### src/rtl/bmem_arbiter.sv
// Two-port line-request arbiter onto a beat-wide banked memory; macro BMEM_ARB_FIXED_PRIO_EN selects fixed port-0 priority instead of round-robin.
// Latency: grant in IDLE, bmem_read/bmem_write one cycle later; resp_valid pulses one cycle after the last beat is accepted.
// Backpressure: issue and write beats stall while bmem_ready is low; read beats are taken only on rvalid with a matching raddr.
module bmem_arbiter #(
    parameter int ADDR_W = 32,
    parameter int BEAT_W = 64,
    parameter int BEATS  = 4,
    localparam int LINE_W = BEAT_W * BEATS
) (
    input  logic              clk,
    input  logic              rst,
    input  logic [1:0]        req_read,
    input  logic [1:0]        req_write,
    input  logic [ADDR_W-1:0] req_addr0,
    input  logic [ADDR_W-1:0] req_addr1,
    input  logic [LINE_W-1:0] req_wdata0,
    input  logic [LINE_W-1:0] req_wdata1,
    output logic [1:0]        resp_valid,
    output logic [LINE_W-1:0] resp_rdata,
    output logic [ADDR_W-1:0] bmem_addr,
    output logic              bmem_read,
    output logic              bmem_write,
    output logic [BEAT_W-1:0] bmem_wdata,
    input  logic              bmem_ready,
    input  logic [ADDR_W-1:0] bmem_raddr,
    input  logic [BEAT_W-1:0] bmem_rdata,
    input  logic              bmem_rvalid
);

    localparam int OFF_W = $clog2(LINE_W / 8);
    localparam int CNT_W = (BEATS > 1) ? $clog2(BEATS) : 1;
    localparam logic [ADDR_W-1:0] ADDR_MASK = {ADDR_W{1'b1}} << OFF_W;
    localparam logic [CNT_W-1:0]  LAST_BEAT = CNT_W'(BEATS - 1);

    typedef enum logic [2:0] {IDLE, RD_ISSUE, RD_WAIT, WR_BURST, RESP} state_t;

    state_t            state_q, state_d;
    logic [CNT_W-1:0]  cnt_q, cnt_d;
    logic [ADDR_W-1:0] addr_q, addr_d;
    logic [LINE_W-1:0] wline_q, wline_d;
    logic              owner_q, owner_d;
    logic [LINE_W-1:0] rdata_q, rdata_d;
    logic [1:0]        resp_valid_q, resp_valid_d;
    logic [ADDR_W-1:0] bmem_addr_q, bmem_addr_d;
    logic              bmem_read_q, bmem_read_d;
    logic              bmem_write_q, bmem_write_d;
    logic [BEAT_W-1:0] bmem_wdata_q, bmem_wdata_d;
    logic [1:0]        req_any;
    logic              gnt;
`ifndef BMEM_ARB_FIXED_PRIO_EN
    logic              last_grant_q, last_grant_d;
`endif

    always_comb begin
        req_any  = req_read | req_write;
        gnt      = 1'b0;
        state_d  = state_q;
        cnt_d    = cnt_q;
        addr_d   = addr_q;
        wline_d  = wline_q;
        owner_d  = owner_q;
        rdata_d  = rdata_q;
`ifndef BMEM_ARB_FIXED_PRIO_EN
        last_grant_d = last_grant_q;
`endif
        unique case (state_q)
            IDLE: begin
                if (|req_any) begin
                    if (&req_any) begin
`ifdef BMEM_ARB_FIXED_PRIO_EN
                        gnt = 1'b0;
`else
                        gnt = ~last_grant_q;
`endif
                    end else begin
                        gnt = req_any[1];
                    end
`ifndef BMEM_ARB_FIXED_PRIO_EN
                    last_grant_d = gnt;
`endif
                    owner_d = gnt;
                    addr_d  = (gnt ? req_addr1 : req_addr0) & ADDR_MASK;
                    wline_d = gnt ? req_wdata1 : req_wdata0;
                    cnt_d   = '0;
                    // a port raising both read and write is served as a write
                    state_d = req_write[gnt] ? WR_BURST : RD_ISSUE;
                end
            end
            RD_ISSUE: begin
                if (bmem_ready) state_d = RD_WAIT;
            end
            RD_WAIT: begin
                if (bmem_rvalid && (bmem_raddr == addr_q)) begin
                    for (int k = 0; k < BEATS; k++) begin
                        if (cnt_q == CNT_W'(k)) rdata_d[BEAT_W*k +: BEAT_W] = bmem_rdata;
                    end
                    if (cnt_q == LAST_BEAT) begin
                        cnt_d   = '0;
                        state_d = RESP;
                    end else begin
                        cnt_d = cnt_q + 1'b1;
                    end
                end
            end
            WR_BURST: begin
                if (bmem_ready) begin
                    if (cnt_q == LAST_BEAT) begin
                        cnt_d   = '0;
                        state_d = RESP;
                    end else begin
                        cnt_d = cnt_q + 1'b1;
                    end
                end
            end
            RESP:    state_d = IDLE;
            default: state_d = IDLE;
        endcase

        // outputs are registered from the next-state view so they line up with the state they describe
        bmem_read_d  = (state_d == RD_ISSUE);
        bmem_write_d = (state_d == WR_BURST);
        bmem_addr_d  = (bmem_read_d || bmem_write_d) ? addr_d : '0;
        bmem_wdata_d = '0;
        if (bmem_write_d) begin
            for (int k = 0; k < BEATS; k++) begin
                if (cnt_d == CNT_W'(k)) bmem_wdata_d = wline_d[BEAT_W*k +: BEAT_W];
            end
        end
        resp_valid_d = (state_d == RESP) ? {owner_d, ~owner_d} : 2'b00;
    end

    always_ff @(posedge clk or posedge rst) begin
        if (rst) begin
            state_q      <= IDLE;
            cnt_q        <= '0;
            addr_q       <= '0;
            wline_q      <= '0;
            owner_q      <= 1'b0;
            rdata_q      <= '0;
            resp_valid_q <= 2'b00;
            bmem_addr_q  <= '0;
            bmem_read_q  <= 1'b0;
            bmem_write_q <= 1'b0;
            bmem_wdata_q <= '0;
`ifndef BMEM_ARB_FIXED_PRIO_EN
            last_grant_q <= 1'b1;
`endif
        end else begin
            state_q      <= state_d;
            cnt_q        <= cnt_d;
            addr_q       <= addr_d;
            wline_q      <= wline_d;
            owner_q      <= owner_d;
            rdata_q      <= rdata_d;
            resp_valid_q <= resp_valid_d;
            bmem_addr_q  <= bmem_addr_d;
            bmem_read_q  <= bmem_read_d;
            bmem_write_q <= bmem_write_d;
            bmem_wdata_q <= bmem_wdata_d;
`ifndef BMEM_ARB_FIXED_PRIO_EN
            last_grant_q <= last_grant_d;
`endif
        end
    end

    assign resp_valid = resp_valid_q;
    assign resp_rdata = rdata_q;
    assign bmem_addr  = bmem_addr_q;
    assign bmem_read  = bmem_read_q;
    assign bmem_write = bmem_write_q;
    assign bmem_wdata = bmem_wdata_q;

endmodule
### config.mk
export PLATFORM = sky130hd
export DESIGN_NAME = bmem_arbiter
export DESIGN_NICKNAME = d
export VERILOG_FILES = /design/src/rtl/bmem_arbiter.sv
export SDC_FILE = /design/constraint.sdc
export NUM_CORES = 2
export LEC_CHECK = 0
export CORE_AREA = 2 2 403 405
export CTS_CLUSTER_DIAMETER = 80
export CTS_CLUSTER_SIZE = 24
export DETAILED_ROUTE_END_ITERATION = 16
export DIE_AREA = 0 0 405 407
export SYNTH_ARGS = -nofsm -noshare
export SYNTH_HDL_FRONTEND = slang
export SYNTH_SLANG_ARGS = --single-unit
### constraint.sdc
create_clock -name clk -period 23 [get_ports clk]
set_input_delay 2.3 -clock clk [delete_from_list [all_inputs] [get_ports clk]]
set_output_delay 2.3 -clock clk [all_outputs]
set_load 0.01 [all_outputs]
; ---- Yosys cells after proc, flatten, opt, wreduce, memory -nomap -nowiden
; Cells that the tools add are included.
[op_classes]
add_sub_neg = 1
order_cmp = 1
n_eq_ne = 13
n_mux = 32
bitwise_logic = 3
n_reduce_logical = 12
[ops]
columns = operator, count
row1 = two-way mux 256 bit, 3
row2 = two-way mux 64 bit, 5
row3 = two-way mux 32 bit, 4
row4 = equality test 32 bit, 1
row5 = two-way mux 3 bit, 5
row6 = two-way mux 2 bit, 6
row7 = case mux 3 bit (4 select lines), 1
row8 = AND reduction 3 bit, 4
row9 = equality test 3 x 2 -> 1 bit (second input constant), 3
row10 = equality test 2 bit (second input constant), 4
row11 = two-way mux 1 bit, 7
row12 = equality test 3 x 1 -> 1 bit (second input constant), 2
row13 = case mux 2 bit (3 select lines), 1
row14 = equality test 2 x 1 -> 1 bit (second input constant), 2
row15 = logical NOT 2 bit, 2
row16 = AND reduction 2 bit, 2
row17 = equality test 3 bit (second input constant), 1
row18 = logical NOT 3 bit, 1
row19 = adder 2 x 1 -> 2 bit (second input constant), 1
row20 = less-than comparator 1 x 2 -> 1 bit (second input constant), 1
row21 = inverter 1 bit, 2
row22 = OR 2 bit, 1
row23 = OR reduction 2 bit, 1
row24 = logical AND 1 bit, 1
row25 = logical OR 1 bit, 1
[word_totals]
register_bits = 651
in_bits = 680
output_inout_bits = 356
wordCells = 77

; ---- Depth between registers and ports, before layout
[logic_depth]
depth_word = 13
ltp_mapped = 12
mapped_depth_nobuf = 10

; ---- Least setup slack after synthesis
; OpenSTA, ideal clock, no wires.
[synth_timing]
kind = input -> register
startpoint = input bmem_raddr[7]
endpoint = register bmem_wdata_q[10] (netlist: bmem_wdata[10])
arrival_time_ns = 4.129
slack_ns = 18.733
stages = 12
n_path_buf = 4
path_cell_list = xnor2_1 > nand4_1 > nor4_2 > and4_1 > buf_4 > a31o_4 > a32o_1 > buf_4 > buf_8 > buf_6 > mux2i_1 > o22ai_1
[synth_between]
elab_chain_cells = 10
elab_cells_between_ends = 16
cone_classes = 5 x eq/ne / 9 x mux / 2 x reduce/logical
[synth_rtl]
columns = item, line_no
row1 = from (decl), 25  ; input logic [ADDR_W-1:0] bmem_raddr,
row2 = equality test 32 bit *, 93  ; if (bmem_rvalid && (bmem_raddr == addr_q)) begin
row3 = logical AND 1 bit *, 93
row4 = two-way mux 2 bit, 93
row5 = case mux 2 bit (3 select lines), 66  ; unique case (state_q)
row6 = logical NOT 2 bit, 126  ; if (cnt_d == CNT_W'(k)) bmem_wdata_d = wline_d[BEAT_W*k +: BEAT_W];
row7 = two-way mux 64 bit (4 in a row), 126
row8 = two-way mux 64 bit *, 124  ; if (bmem_write_d) begin
row9 = net bmem_wdata_d[10], 47  ; logic [BEAT_W-1:0] bmem_wdata_q, bmem_wdata_d;
row10 = to (signal assigned), 159  ; bmem_wdata_q <= bmem_wdata_d;
row11 = to (decl), 47
; The timed path passes the listed nets; every way through them passes the cells marked *.
; A chain may end at the register's enable or synchronous reset.

; ---- Worst setup path after layout
[layout_timing]
startpoint = input req_write[0]
endpoint = register bmem_wdata_q[58] (netlist: bmem_wdata[58])
[layout_between]
elab_cells_between_ends = 26
cone_classes = 4 x eq/ne / 18 x mux / 1 x bitwise / 3 x reduce/logical
[layout_rtl]
columns = item, line_no
row1 = from (decl), 13  ; input logic [1:0] req_write,
row2 = OR 2 bit *, 55  ; req_any = req_read | req_write;
row3 = AND reduction 2 bit, 69  ; if (&req_any) begin
row4 = two-way mux 1 bit, 69
row5 = two-way mux 1 bit, 68  ; if (|req_any) begin
row6 = two-way mux 1 bit, 66
row7 = two-way mux 256 bit, 83  ; wline_d = gnt ? req_wdata1 : req_wdata0;
row8 = two-way mux 256 bit *, 68
row9 = two-way mux 256 bit *, 66
row10 = net wline_d[122], 40  ; logic [LINE_W-1:0] wline_q, wline_d;
row11 = two-way mux 64 bit * (3 in a row), 126
row12 = two-way mux 64 bit *, 124
row13 = net bmem_wdata_d[58], 47
; The timed path passes the listed nets; every way through them passes the cells marked *. The select of a mux whose other input is x is not followed.

==> flow_summary.yaml <==
sta:
  clock-skew-final_ps: 35.23
  post-route-period-util_pct: 33.80
  finalSetupViolations: 0
  setup-tns-final_ps: 0
  worst_margin_pin_slew_ps: 1308
  final-max-slew-violation-count: 0
  slew_headroom_pct: 10.31
  maxClockFrequency_ghz: 0.1286
  rsz0062_at_grt: "no"
  hold_violations: 0
  period_needed_ps: 7775
grt:
  grt_util_all_layers_pct: 14.19
  maximum_number_of_pins_on_one_net_before_global_route_repair: 179
  grt_first_pass_wirelength_um: 166500
  first_global_vias: 21910
  gr-total-overflow: 0
  antenna_violations_before_repair: 70
power_and_ir_drop:
  netSwitchingPower_uw: 1583
  power_switching_share_pct: 38.71
  p_int_uw: 2506
  pwr_per_cell_area_mw_per_mm2: 97.01
  power_leakage_uw: 0.01875
  power.share.clock_pct: 22.7
  share_seq_of_total_power_pct: 37.8
  vdd.ir_drop.worst_mv: 0.06397
  power.combinational.fraction_pct: 39.5
routing:
  iter_0_drt_violations: 1071
  detail_route.first_pass.iterations: 4
  dr_total_vias: 21300
  avgViaCountPerCell: 3.942
  post_drt_wl_per_cell_um: 22.66
  antenna_left: 0
  drc_violations_left: 0
  finalWirelength_um: 122400
placement:
  place.gp.congestion: 0.8424
  hpwl_after_detailed_placement_um: 97340
  port_buffers: 1025
  numPlacedInstances: 5310
synthesis:
  yosys.cell_types.count: 41
  seq_area_frac_synth_pct: 58.42
  syn_warnings: 0
  postSynthRegisterBits: 651
  synthesis.nets: 2932
  syn_avg_cell_area_sq_um: 12.41
  syn-cell-area_sq_mm: 0.02789
  synthCells: 2248
floorplanning:
  pin_count: 1036
  floorplan.die_area_sq_mm: 0.1648
  die_span_in_y_um: 407
  std_cell_rows: 147
  floorplan.core_area_sq_mm: 0.1602
  die_x_um: 405
  initial_cell_density_of_the_core_pct: 17.41
critical_path:
  ff2ff_setup_slack_ps: 17170
  worst-endpoint-required_ps: 23500
  worstPathMaxFanout: 42
  crit_path_start_kind: "input port"
  worst_ep_arrival_time_ps: 8270
  setup.worst_path.end_class: "register"
  startpoint_to_endpoint_class_of_the_critical_path: "input port to register"
clock_tree:
  clock_insertion_delay_worst_skew_ps: 650
  cells_resized_by_post_cts_repair: 0
  cts_buffers: 47
  clock_tree.root_cell: "sky130_fd_sc_hd__clkbuf_16"
  cts.htree.levels: 2
  clk_pin_slew_ps: 90
  cts.repair_timing.setup_buffer_count: 0
  tritoncts_num_sinks: 651
  holdBufCountCts: 0
  cts_tree: "built"
  clock_path_buffers: 3
worst_hold_path:
  hp-class: "register to register"
flow_run:
  maxCapViolations: 0
layout:
  layout-drive-gt1-share_pct: 11.72
  synthToLayoutAreaGrowth_pct: 51.18
  design.final.nets: 3883
  stdcell_count: 5402
run_status:
  status: "finished, final reports clean"
==> power groups by stage <==
stage / Sequential, uW / Clock (uW) / Combinational [uW]
after floorplan: 1570 / 0 / 1010
after CTS: 1550 / 963 / 1650
after global routing: 1570 / 1000 / 1800
final: 1550 / 928 / 1620
after global placement: 1560 / 0 / 1620
after detailed placement: 1570 / 0 / 1650
==> cells in the mapped netlist <==
cell type	instances	area (sq um)
sky130_fd_sc_hd__dfrtp_1	650	16270
sky130_fd_sc_hd__mux2i_1	411	4114
sky130_fd_sc_hd__nand2_1	298	1119
sky130_fd_sc_hd__o21ai_0	288	1441
sky130_fd_sc_hd__mux2_2	256	2883
sky130_fd_sc_hd__clkbuf_1	101	379.1
sky130_fd_sc_hd__o22ai_1	64	400.4
sky130_fd_sc_hd__and2_1	38	237.7
sky130_fd_sc_hd__buf_2	28	140.1
sky130_fd_sc_hd__xnor2_1	28	245.2
sky130_fd_sc_hd__buf_1	7	26.28
sky130_fd_sc_hd__buf_6	7	78.83
sky130_fd_sc_hd__inv_1	7	26.28
sky130_fd_sc_hd__nand4_1	7	43.79
sky130_fd_sc_hd__buf_8	6	90.09
sky130_fd_sc_hd__nor2_1	6	22.52
sky130_fd_sc_hd__a21oi_1	5	25.02
sky130_fd_sc_hd__ha_1	4	50.05
sky130_fd_sc_hd__nor2b_1	4	25.02
sky130_fd_sc_hd__xor2_1	4	35.03
sky130_fd_sc_hd__nand3_1	3	15.01
sky130_fd_sc_hd__nor3_1	3	15.01
sky130_fd_sc_hd__a22o_1	2	17.52
sky130_fd_sc_hd__and3_1	2	12.51
sky130_fd_sc_hd__buf_4	2	15.01
sky130_fd_sc_hd__o21ai_1	2	10.01
sky130_fd_sc_hd__a211o_1	1	8.760
sky130_fd_sc_hd__a21boi_0	1	7.510
sky130_fd_sc_hd__a31o_4	1	17.52
sky130_fd_sc_hd__a32o_1	1	10.01
sky130_fd_sc_hd__and4_1	1	8.760
sky130_fd_sc_hd__dfstp_2	1	26.28
sky130_fd_sc_hd__nand2b_1	1	6.260
sky130_fd_sc_hd__nor4_1	1	6.260
sky130_fd_sc_hd__nor4_2	1	12.51
sky130_fd_sc_hd__o211ai_1	1	7.510
sky130_fd_sc_hd__o21a_1	1	7.510
sky130_fd_sc_hd__o21ba_1	1	10.01
sky130_fd_sc_hd__o21bai_1	1	7.510
sky130_fd_sc_hd__or2_2	1	6.260
sky130_fd_sc_hd__or4_4	1	11.26
==> logic make-up after synthesis <==
family,synth area share [%]
muxes,25.09
adders and majority gates,0.1795
and+or+nand+nor,5.528
AOI/OAI and AO/OA,7.067
xor gates and xnor gates,1.005
buffers and inverters,2.710
DFF,58.42
==> critical path, cell delays in order <==
cell,delay [ps]
sky130_fd_sc_hd__clkdlybuf4s50_1,540
sky130_fd_sc_hd__o21ai_0,270
sky130_fd_sc_hd__o21a_4,440
sky130_fd_sc_hd__buf_4,550
sky130_fd_sc_hd__buf_4,640
sky130_fd_sc_hd__buf_4,630
sky130_fd_sc_hd__buf_4,670
sky130_fd_sc_hd__buf_4,710
sky130_fd_sc_hd__mux2i_1,790
sky130_fd_sc_hd__o21ai_0,230
sky130_fd_sc_hd__mux2i_1,190
sky130_fd_sc_hd__o22ai_1,90
==> stage by stage <==
stage / area [sq um] / worst slack, ps / util [%] / hold slack, ps / total power, uW
detailed placement: 40430 / 14510 / 25.24 / 477.6 / 3217
finish: 42160 / 15230 / 26.32 / 497.7 / 4090
global placement: 40430 / 14630 / 25.24 / 470.2 / 3184
floorplan: 27890 / 2461 / - / 456.3 / 2582
CTS: 42140 / 15270 / 26.30 / 501.3 / 4161
global route: 42140 / 15050 / 26.30 / 514.4 / 4370
==> per-layer routing <==
layer  GRT usage (%)  routed length, um  vias up
met5               0                233        -
met4           2.802               2842       34
met3           4.262               9031      216
met2           24.95              60280      780
met1           17.06              50030    10480
li1                -                  -     9788
==> layout make-up <==
| type | instances | area, sq um |
|---|---|---|
| antenna | 9 | 22.52 |
| clock buffer | 52 | 1215 |
| clock inverter | 31 | 486.7 |
| fill | 16850 | 118000 |
| inverter | 7 | 33.78 |
| multi-input combinational | 1439 | 10910 |
| sequential | 651 | 16290 |
| tap | 2160 | 2703 |
| timing repair buffer | 1053 | 10500 |
==> worst paths after layout <==
check	startpoint	end	cells past startpoint
hold reg to reg	wline_q[185]	wline_q[185]	2
max in group asynchronous	rst	wline_q[245]	5
hold / removal	wline_q[185]	wline_q[185]	2
setup reg to reg	addr_q[16]	bmem_wdata[60]	11
setup / recovery	req_write[0]	bmem_wdata[58]	12
min in group asynchronous	rst	resp_rdata[10]	2
==> state kept, by name (all words and copies together), names as in the netlist <==
name and count:
cnt_q 2, state_q 3, resp_valid 2, bmem_wdata 64
wline_q 256, bmem_read 1, addr_q 32, bmem_addr 32
bmem_write 1, last_grant_q 1, resp_rdata 256, owner_q 1
==> placed cells by master (no fill, tap or decap), types with 5 or more instances in the layout <==
cell type	synthesis	routed
sky130_fd_sc_hd__a21oi_1	5	5
sky130_fd_sc_hd__and2_1	38	38
sky130_fd_sc_hd__buf_4	2	26
sky130_fd_sc_hd__clkbuf_16	0	47
sky130_fd_sc_hd__clkdlybuf4s50_1	0	1025
sky130_fd_sc_hd__clkinv_16	0	5
sky130_fd_sc_hd__clkinv_8	0	5
sky130_fd_sc_hd__dfrtp_1	650	650
sky130_fd_sc_hd__diode_2	0	9
sky130_fd_sc_hd__inv_1	7	6
sky130_fd_sc_hd__inv_6	0	5
sky130_fd_sc_hd__inv_8	0	8
sky130_fd_sc_hd__mux2_2	256	256
sky130_fd_sc_hd__mux2i_1	411	411
sky130_fd_sc_hd__nand2_1	298	292
sky130_fd_sc_hd__nand2_4	0	6
sky130_fd_sc_hd__nand4_1	7	7
sky130_fd_sc_hd__nor2_1	6	6
sky130_fd_sc_hd__o21ai_0	288	288
sky130_fd_sc_hd__o22ai_1	64	64
sky130_fd_sc_hd__xnor2_1	28	28
(Power assumes the default switching activity.)
